[src/rtl/pipe_pkg.sv]
// Shared types for the val/rdy pipeline stage registers.
package pipe_pkg;

  typedef enum logic [1:0] {
    PIPE_EMPTY,
    PIPE_HALF,
    PIPE_FULL
  } pipe_state_t;

endpackage

[src/rtl/pipe_entry.sv]
// Single payload register with synchronous reset value and load enable.
module pipe_entry #(
  parameter int unsigned      NBITS   = 32,
  parameter logic [NBITS-1:0] RST_VAL = '0
) (
  input  logic             clk,
  input  logic             rst,
  input  logic             i_en,
  input  logic [NBITS-1:0] i_d,
  output logic [NBITS-1:0] o_q
);

  logic [NBITS-1:0] r_q;

  always_ff @(posedge clk) begin
    if (rst) begin
      r_q <= RST_VAL;
    end else if (i_en) begin
      r_q <= i_d;
    end
  end

  assign o_q = r_q;

endmodule

[src/rtl/pipe_skid_reg.sv]
// Pipeline register with val/rdy handshake on both sides; SKID=1 builds a
// two-entry skid buffer whose in_rdy depends only on registered state.
module pipe_skid_reg
  import pipe_pkg::*;
#(
  parameter int unsigned      NBITS   = 32,
  parameter int unsigned      SKID    = 1,
  parameter logic [NBITS-1:0] RST_VAL = '0
) (
  input  logic             clk,
  input  logic             rst,
  input  logic             flush,
  input  logic             in_val,
  output logic             in_rdy,
  input  logic [NBITS-1:0] in_data,
  output logic             out_val,
  input  logic             out_rdy,
  output logic [NBITS-1:0] out_data
);

  pipe_state_t      r_state;
  pipe_state_t      w_state_nxt;
  logic             w_in_fire;
  logic             w_out_fire;
  logic             w_main_en;
  logic             w_skid_en;
  logic             w_main_sel_skid;
  logic [NBITS-1:0] w_main_d;
  logic [NBITS-1:0] w_main_q;

  always_ff @(posedge clk) begin
    if (rst) begin
      r_state <= PIPE_EMPTY;
    end else begin
      r_state <= w_state_nxt;
    end
  end

  always_comb begin
    w_state_nxt     = r_state;
    w_main_en       = 1'b0;
    w_skid_en       = 1'b0;
    w_main_sel_skid = 1'b0;

    out_val = (r_state != PIPE_EMPTY) & ~flush;
    // Without a skid entry, ready must see downstream ready to stay full-rate.
    if (SKID != 0) begin
      in_rdy = (r_state != PIPE_FULL) & ~flush;
    end else begin
      in_rdy = ((r_state == PIPE_EMPTY) | out_rdy) & ~flush;
    end
    w_in_fire  = in_val & in_rdy;
    w_out_fire = out_val & out_rdy;

    case (r_state)
      PIPE_EMPTY: begin
        if (w_in_fire) begin
          w_state_nxt = PIPE_HALF;
          w_main_en   = 1'b1;
        end
      end
      PIPE_HALF: begin
        if (w_in_fire && w_out_fire) begin
          w_main_en = 1'b1;
        end else if (w_in_fire) begin
          if (SKID != 0) begin
            w_state_nxt = PIPE_FULL;
            w_skid_en   = 1'b1;
          end
        end else if (w_out_fire) begin
          w_state_nxt = PIPE_EMPTY;
        end
      end
      PIPE_FULL: begin
        if (w_out_fire) begin
          w_state_nxt     = PIPE_HALF;
          w_main_en       = 1'b1;
          w_main_sel_skid = 1'b1;
        end
      end
      default: w_state_nxt = PIPE_EMPTY;
    endcase

    // Flush forces both fires low, so only the state needs squashing.
    if (flush) begin
      w_state_nxt = PIPE_EMPTY;
    end
  end

  pipe_entry #(
    .NBITS   (NBITS),
    .RST_VAL (RST_VAL)
  ) u_main (
    .clk  (clk),
    .rst  (rst),
    .i_en (w_main_en),
    .i_d  (w_main_d),
    .o_q  (w_main_q)
  );

  generate
    if (SKID != 0) begin : g_skid
      logic [NBITS-1:0] w_skid_q;

      pipe_entry #(
        .NBITS   (NBITS),
        .RST_VAL (RST_VAL)
      ) u_skid (
        .clk  (clk),
        .rst  (rst),
        .i_en (w_skid_en),
        .i_d  (in_data),
        .o_q  (w_skid_q)
      );

      assign w_main_d = w_main_sel_skid ? w_skid_q : in_data;
    end else begin : g_noskid
      logic w_unused_skid;
      assign w_unused_skid = w_skid_en ^ w_main_sel_skid;
      assign w_main_d      = in_data;
    end
  endgenerate

  assign out_data = w_main_q;

endmodule

[config.mk]
export PLATFORM = sky130hd
export DESIGN_NAME = pipe_skid_reg
export DESIGN_NICKNAME = d
export VERILOG_FILES = /design/src/rtl/pipe_pkg.sv /design/src/rtl/pipe_entry.sv /design/src/rtl/pipe_skid_reg.sv
export SDC_FILE = /design/constraint.sdc
export NUM_CORES = 1
export LEC_CHECK = 0
export ABC_CLOCK_PERIOD_IN_PS = 1800
export BUFFER_PORTS_ARGS = -buffer_cell sky130_fd_sc_hd__buf_4
export CELL_PAD_IN_SITES_DETAIL_PLACEMENT = 1
export CELL_PAD_IN_SITES_GLOBAL_PLACEMENT = 1
export CORE_MARGIN = 2
export CORE_UTILIZATION = 40
export DETAILED_ROUTE_END_ITERATION = 10
export HOLD_SLACK_MARGIN = 0.12
export PLACE_DENSITY_LB_ADDON = 0.1
export SYNTH_ARGS = -nofsm -noshare
export SYNTH_HDL_FRONTEND = slang
export SYNTH_SLANG_ARGS = --single-unit
export TNS_END_PERCENT = 10
[constraint.sdc]
create_clock -name clk -period 1.8 [get_ports clk]
set_input_delay 0.36 -clock clk [delete_from_list [all_inputs] [get_ports clk]]
set_output_delay 0.36 -clock clk [all_outputs]
set_load 0.02 [all_outputs]
## Yosys cells after proc, flatten, opt, wreduce, memory -nomap -nowiden

Cells that the tools add are included.

- $mul: 0
- Eq/ne operators: 7
- Bitwise gates (word level): 5
- Reductions and logical operators: 5
- Multiplexer cells: 14
- Divide/modulo/power cells: 0
- Shift-type cells: 0
- Add/subtract/negate cells: 0
- Magnitude comparators: 0

Operators by type and width:

| kind | number |
|---|---|
| 2-to-1 mux 32 bit | 1 |
| 2-to-1 mux 2 bit | 5 |
| != test 2 bit (second input constant) | 4 |
| 2-to-1 mux 1 bit | 6 |
| case mux 2 bit (3 select lines) | 1 |
| AND 1 bit | 4 |
| AND reduction 4 bit | 1 |
| != test 3 bit (second input constant) | 1 |
| case mux 1 bit (3 select lines) | 1 |
| == test 2 x 1 -> 1 bit (second input constant) | 1 |
| == test 2 bit (second input constant) | 1 |
| logical NOT 2 bit | 1 |
| nonzero test 2 bit | 1 |
| OR reduction 2 bit | 1 |
| logical AND 1 bit | 1 |
| NOT 1 bit | 1 |

- Memories: 0
- RAM bits: 0
- Latch bits: 0
- Memory bits (read-only): 0
- Bits in registers: 66
- Output and inout port bits: 34

## Logic depth before layout (Yosys ltp)

- Word-level depth: 7
- Depth in mapped cells: 6
- Mapped depth without buffers: 3

## Modules after synthesis

From an unflattened synthesis, not the netlist that was laid out.

- Cell total of the unflattened synthesis: 259
- Area, all modules: 3009.1 um2

Modules (own cells, without submodules):

| module | cells an instance | area each (um2) | times used |
|---|---|---|---|
| pipe_entry | 103 | 1163.6 | 2 |
| pipe_skid_reg | 53 | 681.9 | 1 |

## Worst setup path before layout

Ideal clock, no wire load.

- Path type: input-to-reg
- Start point: input port flush
- End point: register u_main.r_q[12] (netlist: u_main.o_q[12])
- Cell stages on the path: 5
- Data arrival time: 1.342 ns
- Buffers on the path: 2
- Data required time: 1.709 ns
- Setup time: 0.091 ns
- Setup slack: 0.367 ns
- Cell sequence: buf_2 nor2_1 clkbuf_1 a311oi_1 a311oi_1

- Word-level cells in the longest chain between the ends: 6
- Elaborated cells between the ends (all ways): 12
- Classes of those cells: 6 x mux; 5 x bitwise; 1 x reduce/logical

Ends and longest elaborated chain:

| element | line | source |
|---|---|---|
| from (decl) | pipe_skid_reg.sv:12 | `input logic flush,` |
| NOT 1 bit * | n/a |  |
| AND 1 bit, on equally long branches | pipe_skid_reg.sv:48, pipe_skid_reg.sv:45 |  |
| AND 1 bit, on equally long branches | pipe_skid_reg.sv:52, pipe_skid_reg.sv:53 |  |
| logical AND 1 bit / 2-to-1 mux 1 bit (equally long branches) | pipe_skid_reg.sv:63, pipe_skid_reg.sv:75 |  |
| 2-to-1 mux 1 bit, on equally long branches | pipe_skid_reg.sv:63, pipe_skid_reg.sv:55 |  |
| case mux 1 bit (3 select lines) / 2-to-1 mux 32 bit (equally long branches) | pipe_skid_reg.sv:55, pipe_skid_reg.sv:116 |  |
| to (signal assigned) | pipe_entry.sv:19 | `r_q <= i_d;` |
| to (decl) | pipe_entry.sv:13 | `logic [NBITS-1:0] r_q;` |

Mark *: on every way between the ends. The rest lies on a longest branch, timed or not.
A chain may end at the register's enable or synchronous reset.

## Worst setup path after layout

- Start point: register r_state[1]
- End point: output port in_rdy

- Word-level cells in the longest chain between the ends: 2

Ends and longest elaborated chain:

| element | line | source |
|---|---|---|
| from (decl) | pipe_skid_reg.sv:21 | `pipe_state_t r_state;` |
| from (signal assigned) | pipe_skid_reg.sv:35 | `r_state <= w_state_nxt;` |
| != test 2 bit | pipe_skid_reg.sv:48 | `in_rdy = (r_state != PIPE_FULL) & ~flush;` |
| AND 1 bit | pipe_skid_reg.sv:48 |  |
| to (decl) | pipe_skid_reg.sv:14 | `output logic in_rdy,` |

Every way passes these cells.

==> flow_metrics.py <==
metrics = {
    "setup_path": {
        "endpoint_kind": "output pin",
        "cp.required_ns": 1.44,
        "rr_endpoint": "u_main.o_q[31]",
        "worstSetupPathType": "flop to output pin",
        "start_kind": "flop",
        "worstPathArrival_ns": 1.32,
        "r2r-start": "r_state[0]",
        "critPathMaxFanout": 6,
        "reg2reg_setup_slack_ns": 0.16,
        "ff2ff_path_depth": 4,
    },
    "routing": {
        "drc_errors": 0,
        "antenna_left": 0,
        "first_pass_iters": 4,
        "wl_per_cell_um": 19.1,
        "finalWirelength_um": 9170,
        "via_per_inst": 6.01,
        "drt_iter0_markers": 136,
        "via_count": 2887,
    },
    "global_route": {
        "overflow": 0,
        "use_met3_pct": 5.59,
        "grt_pass1_vias": 3052,
        "antenna_found_initial": 0,
        "use_met2_pct": 38.6,
        "grt.busiest_layer": "met2",
        "grt_pass1_wl_um": 15300,
        "grt.total_usage_pct": 22.5,
        "met1_usage_pct": 28.9,
        "grt_max_degree": 39,
    },
    "pwr": {
        "seq_power_share_pct": 49.7,
        "p_total_mw": 3.14,
        "combPwrFrac_pct": 16.4,
        "vdd_ir_drop_max_v": 0.000470,
        "p_per_area_nw_per_um2": 814,
        "internal_power_mw": 2.30,
        "leakage_nw": 1.32,
        "p_sw_mw": 0.837,
        "netSwitchingFraction_pct": 26.7,
        "power.clock.fraction_pct": 33.9,
    },
    "finish": {
        "post-route-cell-area_um2": 3850,
        "drive_gt1_share_pct": 27.8,
        "nNetsFinal": 416,
        "antenna_cells": 0,
        "syn_to_final_growth_pct": 25.3,
        "final_cells": 480,
    },
    "clock_network": {
        "clk_latency_ns": 0.33,
        "cts_resized": 1,
        "numClockSinks": 66,
        "cts_htree_levels": 3,
        "cts_tree": "yes",
        "post-cts-setup-buffers": 0,
        "hold_buffers": 0,
        "cts_buffers": 9,
        "root_buffer": "clkbuf_8",
        "cts_buffer_depth": 2,
        "clk_pin_slew_ns": 0.07,
    },
    "placement": {
        "dpl_cell_area_um2": 3690,
        "post-place-cells": 467,
        "place.gp.congestion": 0.736,
        "dpl.hpwl_um": 5810,
        "io_buffers": 70,
    },
    "worst_hold_path": {
        "hp-class": "primary input to flop",
        "min_to": "g_skid.u_skid.o_q[29]",
        "min_from": "in_data[29]",
        "whs_path_depth": 3,
    },
    "synth": {
        "avgSynthCellArea_um2": 9.41,
        "synth.area.top_cells": "dfxtp_1 43%, a311oi_1 18%, mux2i_1 11%",
        "netlist.area_leader.share_pct": 43.0,
        "synth_edf_count": 0,
        "synth-async-reset-ratio_pct": 0,
        "yosys_most_used_dff": "dfxtp_1",
        "synthMostInstantiatedCell": "dfxtp_1",
        "syn_inst": 327,
        "yosysTopAreaCell": "dfxtp_1",
        "synth-seq-cells": 66,
        "syn_nets": 364,
        "ys_types": 24,
        "ys_warn_count": 0,
        "ys_seq_area_share_pct": 43.0,
        "synth.cells.most_frequent": "66 x dfxtp_1, 64 x a311oi_1, 34 x a21oi_1",
        "synth_area_um2": 3080,
    },
    "run_status": {
        "status": "finished, final reports clean",
    },
    "timing": {
        "rsz0062_at_grt": "false",
        "finalClockSkew_ns": 0.00520,
        "fin_tns_setup_ns": 0,
        "slew-limit-headroom_pct": 73.8,
        "whs_ns": 0.293,
        "setup_viol": 0,
        "slew_viol_final": 0,
        "hold_violations": 0,
        "min_period_over_period_pct": 93.6,
        "min_period_ns": 1.68,
        "fmax_mhz": 594,
        "tightest_slew_ns": 0.393,
    },
    "job": {
        "drv_cap": 0,
    },
    "floorplanning": {
        "die_w_um": 91.7,
        "num_io_pins": 71,
        "die-area_um2": 8410,
        "initial_core_util_pct": 42.0,
        "row_count": 31,
        "die_h_um": 91.7,
        "coreArea_um2": 7330,
    },
}
==> critical path: stages (launching register included) <==
cell and delay [ns]:
dfxtp_2 0.41, buf_4 0.18, nor2b_2 0.17, nor2_1 0.07
buf_4 0.18
==> layout by cell type (no fill, tap or decap) <==
cell type,instances
buf_4,83
clkbuf_8,11
nor2_2,1
nor4bb_4,1
nor2_1,5
a21oi_1,34
mux2i_1,33
inv_2,1
clkbuf_1,2
a311oi_1,64
o21ai_1,5
nor4_1,1
buf_12,5
a22o_1,1
nand2b_1,1
nor2b_1,2
o21ai_0,27
nor2b_2,1
nand4bb_1,1
dfxtp_1,65
o21a_1,1
nand2_1,1
or3b_2,1
nand3_1,32
and4bb_4,1
dfxtp_2,1
==> registers in the layout, summed over array words and instances (netlist names) <==
name and count:
u_main.o_q 32, r_state 2, g_skid.u_skid.o_q 32
==> routing by layer <==
metal | up-vias | share of wire [%]
li1 | 1380 | -
met4 | 0 | 0.53
met2 | 67 | 48
met5 | - | 0
met1 | 1435 | 47
met3 | 5 | 4.4
==> worst max-delay path by stage <==
stage | end | startpoint
2_1_floorplan | u_main.o_q[12] | flush
6_report | in_rdy | r_state[1]
3_5_place_dp | u_main.o_q[31] | flush
5_1_grt | u_main.o_q[31] | r_state[0]
3_3_place_gp | u_main.o_q[8] | flush
4_1_cts | in_rdy | r_state[1]
==> power by group through the flow <==
stage	Clock (mW)	Sequential (mW)	Combinational, mW
6_report	1.06	1.56	0.515
5_1_grt	1.15	1.56	0.559
4_1_cts	1.10	1.56	0.518
3_5_place_dp	0	1.59	0.517
3_3_place_gp	0	1.59	0.507
2_1_floorplan	0	1.64	0.218
==> cells by family (layout without fill, tap and decap cells) <==
family / count (synthesis) / after routing / synth area share, %
and+or+nand+nor: 48 / 48 / 8.46
buffers and inverters: 48 / 102 / 8.34
DFF: 66 / 66 / 43.0
muxes: 33 / 33 / 10.7
AOI/OAI and AO/OA: 132 / 132 / 29.5
==> metrics by stage <==
step / utilization (%) / worst slack (ns)
floorplan: - / 0.367
global placement: 50.3 / 0.156
detailed placement: 50.3 / 0.0463
CTS: 52.5 / 0.0561
global route: 52.6 / 0.0214
finish: 52.6 / 0.115
==> layout make-up <==
type / instances / area [um^2]
fill: 855 / 3480
multi-input combinational: 213 / 1520
sequential: 66 / 1320
timing repair buffer: 88 / 723
clock buffer: 13 / 159
tap: 99 / 124
inverter: 1 / 3.75
(Power assumes the default switching activity.)
